**src/rtl/muldiv_pkg.sv**
```systemverilog
// Shared types and constants for the M-extension multiply/divide sequencer.
// The divider datapath is compiled in only when MULDIV_DIV_EN is defined.
package muldiv_pkg;

    localparam int XLEN = 64;
    localparam int ITER = 64;
    localparam int CW   = $clog2(ITER);

    typedef enum logic [1:0] {
        IDLE = 2'd0,
        MUL  = 2'd1,
        DIV  = 2'd2,
        DONE = 2'd3
    } state_t;

    localparam logic [2:0] OP_MUL    = 3'b000;
    localparam logic [2:0] OP_MULH   = 3'b001;
    localparam logic [2:0] OP_MULHSU = 3'b010;
    localparam logic [2:0] OP_MULHU  = 3'b011;
    localparam logic [2:0] OP_DIV    = 3'b100;
    localparam logic [2:0] OP_DIVU   = 3'b101;
    localparam logic [2:0] OP_REM    = 3'b110;
    localparam logic [2:0] OP_REMU   = 3'b111;

    // Two's-complement negate when n is set; used for sign correction of magnitudes.
    function automatic logic [XLEN-1:0] cond_neg(input logic [XLEN-1:0] v, input logic n);
        return n ? (~v + 1'b1) : v;
    endfunction

endpackage

```
**src/rtl/muldiv_sequencer_div_step.sv**
```systemverilog
// One restoring-division iteration: shift in the next dividend bit, try to
// subtract the divisor, keep the difference when it does not go negative.
// Only present when MULDIV_DIV_EN is defined.
`ifdef MULDIV_DIV_EN
module div_step
    import muldiv_pkg::*;
(
    input  logic [XLEN-1:0] rem,
    input  logic            bit_in,
    input  logic [XLEN-1:0] divisor,
    output logic [XLEN-1:0] rem_next,
    output logic            q_bit
);

    logic [XLEN:0] shifted;
    logic [XLEN:0] diff;

    // rem < divisor, so the shifted value is < 2*divisor and the kept result always fits XLEN bits
    always_comb begin
        shifted  = {rem, bit_in};
        diff     = shifted - {1'b0, divisor};
        q_bit    = ~diff[XLEN];
        rem_next = q_bit ? diff[XLEN-1:0] : shifted[XLEN-1:0];
    end

endmodule
`endif

```
**src/rtl/muldiv_sequencer.sv**
```systemverilog
// Iterative RV64 M-extension unit: 64-step shift-add multiplier and, when
// MULDIV_DIV_EN is defined, a 64-step restoring divider with one-cycle fast
// paths for divide-by-zero and signed overflow. Without MULDIV_DIV_EN a
// divide op completes one cycle after acceptance with o_illegal set.
module muldiv_sequencer
    import muldiv_pkg::*;
(
    input  logic            i_clk,
    input  logic            i_rst,
    input  logic            i_valid,
    input  logic [2:0]      i_funct3,
    input  logic [XLEN-1:0] i_rs1_value,
    input  logic [XLEN-1:0] i_rs2_value,
    input  logic [4:0]      i_rd,
    input  logic            i_flush,
    output logic            o_ready,
    output logic            o_stall,
    output logic            o_valid,
    output logic [XLEN-1:0] o_result,
    output logic [4:0]      o_rd,
    output logic            o_reg_write,
    output logic            o_illegal
);

    localparam logic [CW-1:0] LAST = CW'(ITER - 1);

    state_t              state, state_next;
    logic [CW-1:0]       count;
    logic [2*XLEN-1:0]   acc;       // MUL: {partial hi, multiplier}; DIV: {remainder, dividend/quotient}
    logic [2*XLEN-1:0]   acc_next;
    logic [XLEN-1:0]     aux;       // multiplicand or divisor magnitude
    logic [1:0]          op;
    logic [4:0]          rd_q;
    logic                q_neg;     // product sign, or quotient sign for divides
    logic [XLEN-1:0]     result_q;
    logic [4:0]          rd_out;
    logic [XLEN-1:0]     res_final;

    logic                accept, busy, iter_done;
    logic                rs1_signed, rs2_signed, a_neg, b_neg;
    logic [XLEN-1:0]     mag_a, mag_b;

    // Multiply step and sign-corrected product
    logic [XLEN:0]       mul_sum;
    logic [2*XLEN-1:0]   mul_next, prod;
    logic [XLEN-1:0]     mul_res;

    assign accept = (state == IDLE) && i_valid && !i_flush;
    assign busy   = (state == MUL) || (state == DIV);

    assign rs1_signed = !(i_funct3 inside {OP_MULHU, OP_DIVU, OP_REMU});
    assign rs2_signed = i_funct3 inside {OP_MUL, OP_MULH, OP_DIV, OP_REM};
    assign a_neg      = rs1_signed & i_rs1_value[XLEN-1];
    assign b_neg      = rs2_signed & i_rs2_value[XLEN-1];
    assign mag_a      = cond_neg(i_rs1_value, a_neg);
    assign mag_b      = cond_neg(i_rs2_value, b_neg);

    assign mul_sum  = {1'b0, acc[2*XLEN-1:XLEN]} + (acc[0] ? {1'b0, aux} : '0);
    assign mul_next = {mul_sum, acc[XLEN-1:1]};
    assign prod     = q_neg ? (~mul_next + 1'b1) : mul_next;
    assign mul_res  = (op == 2'b00) ? prod[XLEN-1:0] : prod[2*XLEN-1:XLEN];

`ifdef MULDIV_DIV_EN
    logic                fast;      // op resolved at acceptance, no iterations needed
    logic                r_neg;     // remainder takes the dividend's sign
    logic [XLEN-1:0]     rem_next;
    logic                q_bit;
    logic [XLEN-1:0]     div_res;
    logic                div_zero, div_ovf, fast_in;
    logic [XLEN-1:0]     fast_res;

    div_step u_div_step (
        .rem      (acc[2*XLEN-1:XLEN]),
        .bit_in   (acc[XLEN-1]),
        .divisor  (aux),
        .rem_next (rem_next),
        .q_bit    (q_bit)
    );

    assign div_zero  = (i_rs2_value == '0);
    assign div_ovf   = !i_funct3[0] && (i_rs1_value == {1'b1, {(XLEN-1){1'b0}}}) && (i_rs2_value == '1);
    assign fast_in   = div_zero || div_ovf;
    assign fast_res  = div_zero ? (i_funct3[1] ? i_rs1_value : '1)
                                : (i_funct3[1] ? '0 : i_rs1_value);
    assign div_res   = op[1] ? cond_neg(rem_next, r_neg)
                             : cond_neg({acc[XLEN-2:0], q_bit}, q_neg);
    assign acc_next  = (state == DIV) ? {rem_next, acc[XLEN-2:0], q_bit} : mul_next;
    assign res_final = (state == MUL) ? mul_res : (fast ? acc[XLEN-1:0] : div_res);
    assign iter_done = (count == LAST) || ((state == DIV) && fast);
    assign o_illegal = 1'b0;
`else
    logic                illegal;

    assign acc_next  = mul_next;
    assign res_final = (state == MUL) ? mul_res : '0;
    assign iter_done = (count == LAST) || (state == DIV);
    assign o_illegal = (state == DONE) && illegal;
`endif

    // State register
    always_ff @(posedge i_clk) begin
        if (i_rst) state <= IDLE;
        else       state <= state_next;
    end

    // Next state: flush aborts any busy state, DONE always lasts one cycle
    always_comb begin
        state_next = state;
        case (state)
            IDLE:     if (accept) state_next = i_funct3[2] ? DIV : MUL;
            MUL, DIV: begin
                if (i_flush)        state_next = IDLE;
                else if (iter_done) state_next = DONE;
            end
            DONE:     state_next = IDLE;
            default:  state_next = IDLE;
        endcase
    end

    // Datapath: latch operands on accept, iterate while busy, capture result on entry to DONE
    always_ff @(posedge i_clk) begin
        if (i_rst) begin
            count    <= '0;
            acc      <= '0;
            aux      <= '0;
            op       <= '0;
            rd_q     <= '0;
            q_neg    <= 1'b0;
            result_q <= '0;
            rd_out   <= '0;
`ifdef MULDIV_DIV_EN
            fast     <= 1'b0;
            r_neg    <= 1'b0;
`else
            illegal  <= 1'b0;
`endif
        end else if (accept) begin
            op    <= i_funct3[1:0];
            rd_q  <= i_rd;
            count <= '0;
            q_neg <= a_neg ^ b_neg;
            if (!i_funct3[2]) begin
                acc <= {{XLEN{1'b0}}, mag_b};
                aux <= mag_a;
            end else begin
`ifdef MULDIV_DIV_EN
                acc   <= {{XLEN{1'b0}}, fast_in ? fast_res : mag_a};
                aux   <= mag_b;
                fast  <= fast_in;
                r_neg <= a_neg;
`else
                acc   <= '0;
`endif
            end
`ifndef MULDIV_DIV_EN
            illegal <= i_funct3[2];
`endif
        end else if (busy && !i_flush) begin
            acc   <= acc_next;
            count <= count + 1'b1;
            if (iter_done) begin
                result_q <= res_final;
                rd_out   <= rd_q;
            end
        end
    end

    assign o_ready     = (state == IDLE);
    assign o_stall     = busy || ((state == IDLE) && i_valid);
    assign o_valid     = (state == DONE);
    assign o_reg_write = o_valid;
    assign o_result    = result_q;
    assign o_rd        = rd_out;

endmodule
```
**config.mk**
```make
export PLATFORM = sky130hd
export DESIGN_NAME = muldiv_sequencer
export DESIGN_NICKNAME = d
export VERILOG_FILES = /design/src/rtl/muldiv_pkg.sv /design/src/rtl/muldiv_sequencer_div_step.sv /design/src/rtl/muldiv_sequencer.sv
export SDC_FILE = /design/constraint.sdc
export NUM_CORES = 1
export LEC_CHECK = 0
export ABC_AREA = 0
export BUFFER_PORTS_ARGS = -buffer_cell sky130_fd_sc_hd__buf_2
export CORE_MARGIN = 5
export CORE_UTILIZATION = 55
export DETAILED_ROUTE_END_ITERATION = 8
export PLACE_DENSITY_LB_ADDON = 0.3
export SYNTH_ARGS = -nofsm -noshare
export SYNTH_HDL_FRONTEND = slang
export SYNTH_SLANG_ARGS = --single-unit
```
**constraint.sdc**
```tcl
create_clock -name i_clk -period 4.7 [get_ports i_clk]
set_input_delay 0 -clock i_clk [delete_from_list [all_inputs] [get_ports i_clk]]
set_output_delay 0 -clock i_clk [all_outputs]
set_load 0.02 [all_outputs]
```
==> flow_summary.yaml <==
cts:
  clk_path_buf_depth: 3
  clk_latency_ns: 0.56
  cts.sinks: 278
  cts_tree: "done"
  numCtsBuffers: 34
  cts_root_buffer: "clkbuf_16"
  h-tree-depth: 2
  clk_pin_slew_worst_paths_ns: 0.06
floorplan:
  die_h_um: 209
  die-area_sq_mm: 0.0438
  core-area_sq_mm: 0.0395
  fp.dieW_um: 209
  ioPinCount: 214
  row_count: 73
  initial_core_util_pct: 55.2
yosys:
  synth-async-reset-ratio_pct: 0
  syn-cell-area_sq_mm: 0.0218
  synth-edff-count: 0
  synth_top_area_cell: "dfxtp_1"
  synth_area_per_cell_sq_um: 7.22
  yosysSeqAreaShare_pct: 25.5
  synth_cells: 3025
  synth.distinct_cells: 95
  syn_nets: 3238
  synth_top_area_share_pct: 25.5
  yosys-top-cells-area: "dfxtp_1, nor2_1, a21oi_1, nand2_1, xor2_1"
  synthFlopType: "dfxtp_1"
  ys_warn_count: 0
  ys_ff_latch: 278
placed_design:
  dp.cells: 3889
  gp_congestion: 1.06
  portBuffers: 213
  hpwlAfterDp_um: 71900
worst_setup_path:
  regToRegEndpoint: "o_result[62]"
  crit_arrival_ns: 5.06
  crit_type: "flip-flop to flip-flop"
  r2r_cells: 16
  slowest_stage: "or4_1"
  cp_max_fo: 32
  crit_path_max_incr_delay_ns: 0.53
  worstPathRequired_ns: 5.10
  crit_chain: "bufbuf_16 > and2_1 > ha_1 > a21oi_1 > o21ai_0 > a21oi_2 > buf_4 > nand2_1 > or3_1 > a31oi_1 > xnor2_1 > or3b_2 > nand2b_1 > or4_1 > mux2i_1 > o31ai_1"
  crit_path_start: "acc[0]"
  reg2reg_from: "acc[0]"
  crit_path_start_kind: "flip-flop"
  r2r_slack_ns: 0.04
  end_kind: "flip-flop"
power_and_ir_drop:
  fin_total_pwr_mw: 8.58
  peakVddDrop_uv: 418
  p_per_area_mw_per_mm2: 296
  p_leak_nw: 11.8
sta:
  worst_slew_pin_slew_ns: 1.36
  hold_viol: 0
  finalSetupViolations: 0
  fin_skew_ns: 0.0166
  rsz0062_at_grt: "true"
  slew_headroom_pct: 9.50
  fmax_mhz: 215
  finalCritPeriodShare_pct: 99.1
  tns_ns: 0
  slew_violations: 0
  fin_crit_ns: 4.66
finish:
  final_cells: 4134
  final_cell_mix: "nor2_1, buf_4, nand2_1, dfxtp_1, a21oi_1"
  fillers: 2996
  final_core_util_pct: 73.3
  final_common_cell: "nor2_1"
  regArea_sq_mm: 0.00557
  multi_input_area_sq_mm: 0.0160
  fin_nets: 3797
  layout-drive-gt1-share_pct: 21.5
  syn_to_final_growth_pct: 32.8
min_path:
  worst_hold_path_type: "primary input to flip-flop"
  worstHoldStart: "i_valid"
  whs_path_depth: 6
  min_to: "rd_q[2]"
route:
  drc: 0
  drt_iter0_markers: 4551
  ant_nets: 0
  drtPass1Iterations: 8
  vias_per_cell: 6.89
  drt_wl_total_um: 103000
  vias: 28500
  avgRoutedWirePerCell_um: 24.9
global_route:
  grt_pass1_vias: 26500
  grt.total_usage_pct: 44.0
  grt_pass1_wl_um: 154000
  antenna_found_initial: 2
  grt_max_degree: 123
  overflow: 0
flow_run:
  max_cap_violations: 0
run_status:
  outcome: "completed"
cell families (layout without fill, tap and decap cells):
logic type | after synthesis | after routing | synth area share (%)
muxes | 13 | 13 | 0.676
AOI/OAI and AO/OA | 976 | 976 | 29.7
buffers and inverters | 244 | 827 | 4.27
DFF | 278 | 278 | 25.5
xor gates and xnor gates | 224 | 224 | 8.98
and+or+nand+nor | 1217 | 1217 | 26.7
adders and majority gates | 73 | 73 | 4.22
other | 0 | 1 | 0
cell type report:
class	instances	share of cell area [%]
Multi-Input combinational cell	2503	55.1
Inverter	38	0.492
Tap cell	525	2.27
Clock inverter	18	0.910
Sequential cell	278	19.2
Antenna cell	1	0.00863
Clock buffer	42	3.28
Timing Repair Buffer	729	18.7
registers in the layout, summed over array words and instances, names as in the netlist:
signal	count
q_neg	1
o_rd	5
rd_q	5
illegal	1
state	2
acc	128
o_result	64
count	6
aux	64
op	2
worst max-delay path by stage:
stage / endpoint / slack [ns] / cells past startpoint
6_report: o_result[62] / 0.04 / 16
4_1_cts: o_result[59] / -0.06 / 16
5_1_grt: o_result[58] / -0.12 / 21
3_3_place_gp: o_result[59] / -0.22 / 16
3_5_place_dp: o_result[59] / -0.33 / 16
2_1_floorplan: o_result[59] / -0.001 / 17
power by group:
| group | total [mW] | leakage (nW) | internal [mW] | switching, mW |
|---|---|---|---|---|
| Clock | 2.93 | 0.584 | 1.78 | 1.16 |
| Sequential | 2.74 | 2.25 | 2.52 | 0.217 |
| Combinational | 2.91 | 8.94 | 1.01 | 1.90 |
| Total | 8.58 | 11.8 | 5.31 | 3.27 |
Yosys cell counts, types with 19 or more instances:
cell type / n
ha_1: 72
o211ai_1: 23
xor2_1: 122
and2_1: 82
a222oi_1: 45
nor2_1: 442
o21ai_0: 195
dfxtp_1: 278
a211oi_1: 80
o41ai_1: 19
o21a_1: 21
o31ai_1: 47
a21o_1: 28
nand4_1: 48
nand2b_1: 23
inv_1: 38
a21oi_1: 270
or3_1: 36
a31oi_1: 29
nand2_1: 286
nor4_1: 60
nor3_1: 86
nand3_1: 40
clkbuf_1: 193
xnor2_1: 102
a22oi_1: 63
or4_1: 24
or2_2: 22
metal layers:
metal  track usage [%]  routed length (um)  vias up
met5                 0                  33        -
met4              20.5                6360        4
met3              9.66               13400      538
met2              68.9               44900     2369
met1              58.0               38400    13200
li1                  -                   -    12300
worst max-delay path: cells and delay by family, from the launching register on:
family / cells / cell delay, ns
and+or+nand+nor: 6 / 1.94
AOI/OAI and AO/OA: 5 / 1.09
buffers and inverters: 2 / 0.48
DFF: 1 / 0.39
adders and majority gates: 1 / 0.31
muxes: 1 / 0.16
xor gates and xnor gates: 1 / 0.11
what timing repair did:
action / in CTS / in global routing
hold buffers: 171 / 0
gates resized for setup: 11 / 123
pin swaps: 2 / 35
endpoints found under the hold margin: 149 / 0
cloned: 1 / 0
buffers inserted: 1 / 11
setup endpoints to repair: 22 / 39
per-stage QoR:
step | area (sq um) | hold slack, ns | setup WS (ns)
detailed placement | 25400 | 0.253 | -0.332
global placement | 25400 | 0.245 | -0.223
floorplan | 21900 | 0.136 | -0.00140
CTS | 28400 | 0.0962 | -0.0641
global route | 29000 | 0.185 | -0.118
finish | 29000 | 0.124 | 0.0437
Note: power is estimated with default switching activity, not from simulation.
